[src/rtl/rx_data_receive.sv]
// SpaceWire receive-side N-char delivery: RX FIFO writes, receive credit and
// FCT requests, EEP insertion on link loss, credit/overflow errors, time-codes.
module rx_data_receive #(
  parameter int CREDIT_MAX = 56,
  parameter int FCT_CHUNK  = 8
) (
  input  logic       pclk_rx,
  input  logic       reset_rx,
  input  logic       enable_rx,
  input  logic       rx_got_data,
  input  logic [8:0] rx_data_i,
  input  logic       rx_got_timecode,
  input  logic [7:0] rx_timecode_i,
  input  logic       fct_sent,
  input  logic       fifo_full,
  input  logic [6:0] fifo_free,
  output logic       fifo_wr_en,
  output logic [8:0] fifo_wr_data,
  output logic       fct_req,
  output logic [5:0] credit_cnt,
  output logic       credit_error,
  output logic       overflow_error,
  output logic       tick_out,
  output logic [7:0] time_out
);

  localparam logic [5:0] CHUNK_6     = 6'(FCT_CHUNK);
  localparam logic [6:0] CHUNK_7     = 7'(FCT_CHUNK);
  localparam logic [5:0] REQ_LIMIT_6 = 6'(CREDIT_MAX - FCT_CHUNK);
  localparam logic [8:0] EEP_CHAR    = 9'h101;

  logic       wr_en_q, wr_en_d;
  logic [8:0] wr_data_q, wr_data_d;
  logic       fct_req_q, fct_req_d;
  logic [5:0] credit_q, credit_d;
  logic       credit_err_q, credit_err_d;
  logic       overflow_q, overflow_d;
  logic       tick_q, tick_d;
  logic [7:0] time_q, time_d;
  logic       in_packet_q, in_packet_d;
  logic       pending_eep_q, pending_eep_d;

  logic       grant;
  logic       eep_write;

  always_comb begin
    wr_en_d       = 1'b0;
    wr_data_d     = wr_data_q;
    fct_req_d     = fct_req_q;
    credit_d      = credit_q;
    credit_err_d  = 1'b0;
    overflow_d    = 1'b0;
    tick_d        = 1'b0;
    time_d        = time_q;
    in_packet_d   = in_packet_q;
    pending_eep_d = pending_eep_q;

    grant     = fct_sent & fct_req_q;
    eep_write = pending_eep_q & ~fifo_full;

    // A pending EEP drains as soon as the FIFO has room, link up or not.
    if (eep_write) begin
      wr_en_d       = 1'b1;
      wr_data_d     = EEP_CHAR;
      pending_eep_d = 1'b0;
    end

    if (!enable_rx) begin
      credit_d  = '0;
      fct_req_d = 1'b0;
      if (in_packet_q) begin
        pending_eep_d = 1'b1;
        in_packet_d   = 1'b0;
      end
    end else begin
      if (rx_got_data) begin
        if (credit_q == '0) begin
          credit_err_d = 1'b1;
        end else begin
          credit_d    = credit_q - 6'd1;
          in_packet_d = ~rx_data_i[8];
          // The EEP owns the write port this cycle, so the N-char is lost.
          if (pending_eep_q || fifo_full) begin
            overflow_d = 1'b1;
          end else begin
            wr_en_d   = 1'b1;
            wr_data_d = rx_data_i;
          end
        end
      end

      if (grant) begin
        credit_d = credit_d + CHUNK_6;
      end

      fct_req_d = ~grant & ~pending_eep_q & (credit_q <= REQ_LIMIT_6) &
                  (fifo_free >= ({1'b0, credit_q} + CHUNK_7));

      if (rx_got_timecode) begin
        time_d = rx_timecode_i;
        tick_d = (rx_timecode_i[5:0] == (time_q[5:0] + 6'd1));
      end
    end
  end

  always_ff @(posedge pclk_rx) begin
    if (reset_rx) begin
      wr_en_q       <= 1'b0;
      wr_data_q     <= '0;
      fct_req_q     <= 1'b0;
      credit_q      <= '0;
      credit_err_q  <= 1'b0;
      overflow_q    <= 1'b0;
      tick_q        <= 1'b0;
      time_q        <= '0;
      in_packet_q   <= 1'b0;
      pending_eep_q <= 1'b0;
    end else begin
      wr_en_q       <= wr_en_d;
      wr_data_q     <= wr_data_d;
      fct_req_q     <= fct_req_d;
      credit_q      <= credit_d;
      credit_err_q  <= credit_err_d;
      overflow_q    <= overflow_d;
      tick_q        <= tick_d;
      time_q        <= time_d;
      in_packet_q   <= in_packet_d;
      pending_eep_q <= pending_eep_d;
    end
  end

  assign fifo_wr_en     = wr_en_q;
  assign fifo_wr_data   = wr_data_q;
  assign fct_req        = fct_req_q;
  assign credit_cnt     = credit_q;
  assign credit_error   = credit_err_q;
  assign overflow_error = overflow_q;
  assign tick_out       = tick_q;
  assign time_out       = time_q;

endmodule

[config.mk]
export PLATFORM = sky130hd
export DESIGN_NAME = rx_data_receive
export DESIGN_NICKNAME = d
export VERILOG_FILES = /design/src/rtl/rx_data_receive.sv
export SDC_FILE = /design/constraint.sdc
export NUM_CORES = 1
export LEC_CHECK = 0
export ABC_AREA = 1
export CAP_MARGIN = 20
export CORE_MARGIN = 4
export CORE_UTILIZATION = 30
export CTS_CLUSTER_DIAMETER = 120
export DETAILED_ROUTE_END_ITERATION = 8
export SLEW_MARGIN = 20
export SYNTH_ARGS = -nofsm -noshare
export SYNTH_HDL_FRONTEND = slang
export SYNTH_SLANG_ARGS = --single-unit
[constraint.sdc]
create_clock -name pclk_rx -period 3.5 [get_ports pclk_rx]
set_input_delay 0.7 -clock pclk_rx [delete_from_list [all_inputs] [get_ports pclk_rx]]
set_output_delay 0.7 -clock pclk_rx [all_outputs]
set_load 0.05 [all_outputs]
# Yosys cells after proc, flatten, opt, wreduce, memory -nomap -nowiden
# Index checks and enable logic that the tools add are counted.
# word_totals
ff_bits,30
input_bits,31
out_inout_bits,28
# classes
eq_ne,1
bitwise_logic,13
n_reduce_logical,8
n_lt_le_gt_ge,2
n_addsub,4
n_mux,19
# op_table
cell,count
2-to-1 mux 9 bit,5
2-to-1 mux 6 bit,4
2-to-1 mux 1 bit,10
NOT 1 bit,8
"adder 6 x 4 -> 7 bit, second input constant",1
greater-or-equal comparator 7 bit,1
"adder 6 x 1 -> 6 bit, second input constant",1
"adder 6 x 4 -> 6 bit, second input constant",1
== test 6 bit,1
"less-or-equal comparator 6 bit, second input constant",1
zero test 6 bit,1
OR reduction 3 bit,2
"subtractor 6 x 1 -> 6 bit, second input constant",1
AND 1 bit,5
AND reduction 2 bit,2
OR reduction 4 bit,1
OR reduction 2 bit,1
logical OR 1 bit,1

# Depth between registers and ports, before layout
# depth
ltp_word,7
depth_mapped,12

# Worst setup path before layout
# No wires, ideal clock.
# synth_path
kind,flip-flop to flip-flop
start,reg credit_q[0] (netlist: credit_cnt[0])
end,reg credit_q[4] (netlist: credit_cnt[4])
arrival_time_ns,1.928
path_buffers,0
stages_incl_launch_ff,11
slack_ns,1.453
path_cell_list,dfxtp_1 inv_1 ha_1 nand4_1 xor2_1 inv_1 nand2_1 inv_1 ha_1 o21ai_0 a21oi_1
# synth_between
elab_chain_cells,6
word_cells_on_any_way,7
cone_classes,2 x add/sub; 4 x mux; 1 x reduce/logical
# synth_lines
item,line,text
start: declaration,35,"logic [5:0] credit_q, credit_d;"
start signal: assignment,122,credit_q <= credit_d;
subtractor 6 x 1 -> 6 bit / zero test 6 bit (equally long branches),"80, 77",
2-to-1 mux 6 bit,77,if (credit_q == '0) begin
2-to-1 mux 6 bit *,76,if (rx_got_data) begin
2-to-1 mux 6 bit *,68,if (!enable_rx) begin
adder 6 x 4 -> 6 bit,93,credit_d = credit_d + CHUNK_6;
2-to-1 mux 6 bit *,92,if (grant) begin
# Every way passes the cells marked *; elsewhere a longest branch is shown, timed or not. The select of a mux whose other input is x is not followed.
# A chain may end at the register's enable or synchronous reset.

# Worst setup path in the final report
# layout_path
start,reg credit_q[4] (netlist: credit_cnt[4])
end,out credit_cnt[4]
# layout_rtl
item,line,text
end: declaration,20,"output logic [5:0] credit_cnt,"
# No word-level cell between the ends.

==> out/results.txt <==
Outcome - finished, final reports clean
# placed instances - 345
IO buf count - 58
Most common cell after layout, fill and taps aside - clkdlybuf4s50_1
Vias/cell - 4.40
Worst slew pin tran - 0.532 ns
Worst Setup End Kind - primary output
WS Path Type - flop to primary output
Global route overflow - 0
WP data required - 2.80 ns
Area share of the largest cell type after synthesis - 35.8%
Synth-to-Final Area Change - 47.4%
Iter 0 DRT Violations - 49
Final setup fails - 0
Antenna cells - 0
Filler cells - 525
Number of antenna violations at the first check in global routing - 0
Compound-Gate Fraction of Synth Area - 12.7%
Dpl hpwl - 3.14 mm
Area contributors post-synth - dfxtp_1 (36%), ha_1 (10%), nand2_1 (8.3%)
Routed Antenna Nets - 0
Post-synth top area cell - dfxtp_1
Drt total wl - 3.97 mm
F_max - 433 MHz
Setup TNS Final - 0 ns
Yosys reg bits - 30
Leak pwr - 1.04 nW
DRC viols - 0
Hold Crit Class - flop to flop
Die Y - 82.8 um
Syn Inst Count - 219
CP Launch Type - flop
Worst-Skew Late Latency - 0.28 ns
Synth Area in Adders - 10.4%
CTS tree - done
Yosys warns - 0
Root buffer cell - clkbuf_8
Vias - 1552
Distinct cell type count after synthesis - 26
Max incr delay on CP - 0.86 ns
Register clock-pin slew on the reported worst setup and hold paths - 0.07 ns
Final period utilization - 65.9%
Ys async rst share - 0%
Most frequent cells in the layout - clkdlybuf4s50_1 (58), nand2_1 (37), dfxtp_1 (30)
Power density cells - 443 nW/um^2
Initial core utilization - 31.9%
Vias in the first global route - 1493
Simple-gate share of the synthesized area - 26.6%
DIE WIDTH - 82.8 um
Layout Nets - 327
Syn Nets - 264
# clock sinks - 30
WP data arrival - 1.61 ns
Critical path cell sequence - clkdlybuf4s50_1
Number of synthesized flops with an enable pin - 0
RSZ-0062 raised after global routing - no
Worst reg-to-reg setup slack - 1.69 ns
Post-CTS Repair Setup Buffers - 0
Resize count post-CTS - 0
Share of cells above drive strength 1 - 11.0%
Total core area - 5270 sq um
Clk_skew - 0.00406 ns
CTS Hold Bufs - 0
Clock tree buffer depth - 2
Global-route wire length before repair - 6.81 mm
Slowest cell on crit path - clkdlybuf4s50_1
I/O pin total - 59
Slew Limit Fails - 0
Die Area - 6860 sq um
Largest net degree at the start of global routing - 14
Syn_area_per_cell - 7.67 sq um
CP top delay family - buffers and inverters
Crit path time final - 2.31 ns
CTS H-tree depth - 2
Multiplexer share of the synthesized area - 0%
Non-Filler Instances - 353
Max IR drop VDD - 0.193 mV
Crit-path max FO - 6
Avg WL per Cell - 11.2 um
Seq/Total Area, Yosys - 35.8%
Bufs and invs on worst path - 1
Drt pass-1 iters - 4
GRT Total Usage - 11.9%
GP Congestion - 0.817
XOR/XNOR Fraction of Synth Area - 6.26%
Max-cap violations - 0
FP Rows - 26
Post-Syn Area - 1680 sq um
Ys flop type - dfxtp_1
Final hold viol count - 0
CTS Buf Count - 5
Rel. slew slack - 64.4%
Largest family of logic cells by synthesized area - simple AND/OR/NAND/NOR gates
-- final timing paths --
path / startpoint / end / cells after the start
max: credit_cnt[4] / credit_cnt[4] / 1
min: in_packet_q / pending_eep_q / 2
max reg2reg: credit_cnt[0] / credit_cnt[4] / 10
min reg2reg: in_packet_q / pending_eep_q / 2
-- per-stage QoR --
stage	worst slack [ns]	utilization, %	hold slack (ns)	cell area, sq um	power [mW]
6_report	1.19	47.0	0.462	2470	1.10
2_1_floorplan	1.45	-	0.435	1680	0.571
4_1_cts	1.17	47.0	0.461	2470	1.11
5_1_grt	1.15	47.0	0.491	2470	1.15
3_3_place_gp	1.13	44.3	0.448	2330	0.666
3_5_place_dp	1.07	44.3	0.450	2330	0.668
-- area by class of cell --
cell class / instances / area (sq um) / area share (%)
clock buffers: 6 / 82.6 / 3.34
clock inverters: 2 / 60.1 / 2.43
inverters: 32 / 123 / 4.95
multi-input cells: 155 / 941 / 38.0
flip-flops and latches: 30 / 601 / 24.3
well taps: 70 / 87.6 / 3.54
repair buffers: 58 / 581 / 23.5
-- registers in the layout, summed over array words and instances, names as in the netlist --
register	cells
time_out	8
fifo_wr_en	1
fct_req	1
credit_cnt	6
tick_out	1
pending_eep_q	1
overflow_error	1
in_packet_q	1
fifo_wr_data	9
credit_error	1
-- synth_stat cells (2+ instances only) --
| cell type | n |
|---|---|
| a21oi_1 | 14 |
| a21oi_2 | 5 |
| dfxtp_1 | 30 |
| ha_1 | 14 |
| inv_1 | 25 |
| inv_2 | 6 |
| nand2_1 | 37 |
| nand2_2 | 2 |
| nand2_4 | 3 |
| nand3_1 | 9 |
| nand3_2 | 2 |
| nand4_1 | 5 |
| nor2_1 | 24 |
| nor3_1 | 5 |
| o21ai_0 | 17 |
| xnor2_1 | 5 |
| xor2_1 | 7 |
-- per-layer routing --
metal | track usage (%) | up-vias | routed length [um]
li1 | - | 836 | -
met4 | 3.57 | 0 | 35
met1 | 14.4 | 677 | 1800
met5 | 0 | - | 0
met2 | 19.2 | 34 | 1840
met3 | 4.75 | 5 | 298
-- kinds of logic after synthesis --
| logic type | after synthesis |
|---|---|
| AND/OR/NAND/NOR | 91 |
| AO/OA/AOI/OAI | 38 |
| buffers and inverters | 34 |
| flip-flops | 30 |
| adder cells (fa/ha/maj) | 14 |
| XOR/XNOR | 12 |
-- report_power, final --
part | internal (mW) | switching, mW | total (mW)
Combinational | 0.113 | 0.169 | 0.282
Clock | 0.304 | 0.134 | 0.437
Sequential | 0.360 | 0.0169 | 0.377
No activity file was read; power rests on OpenSTA's default activity.
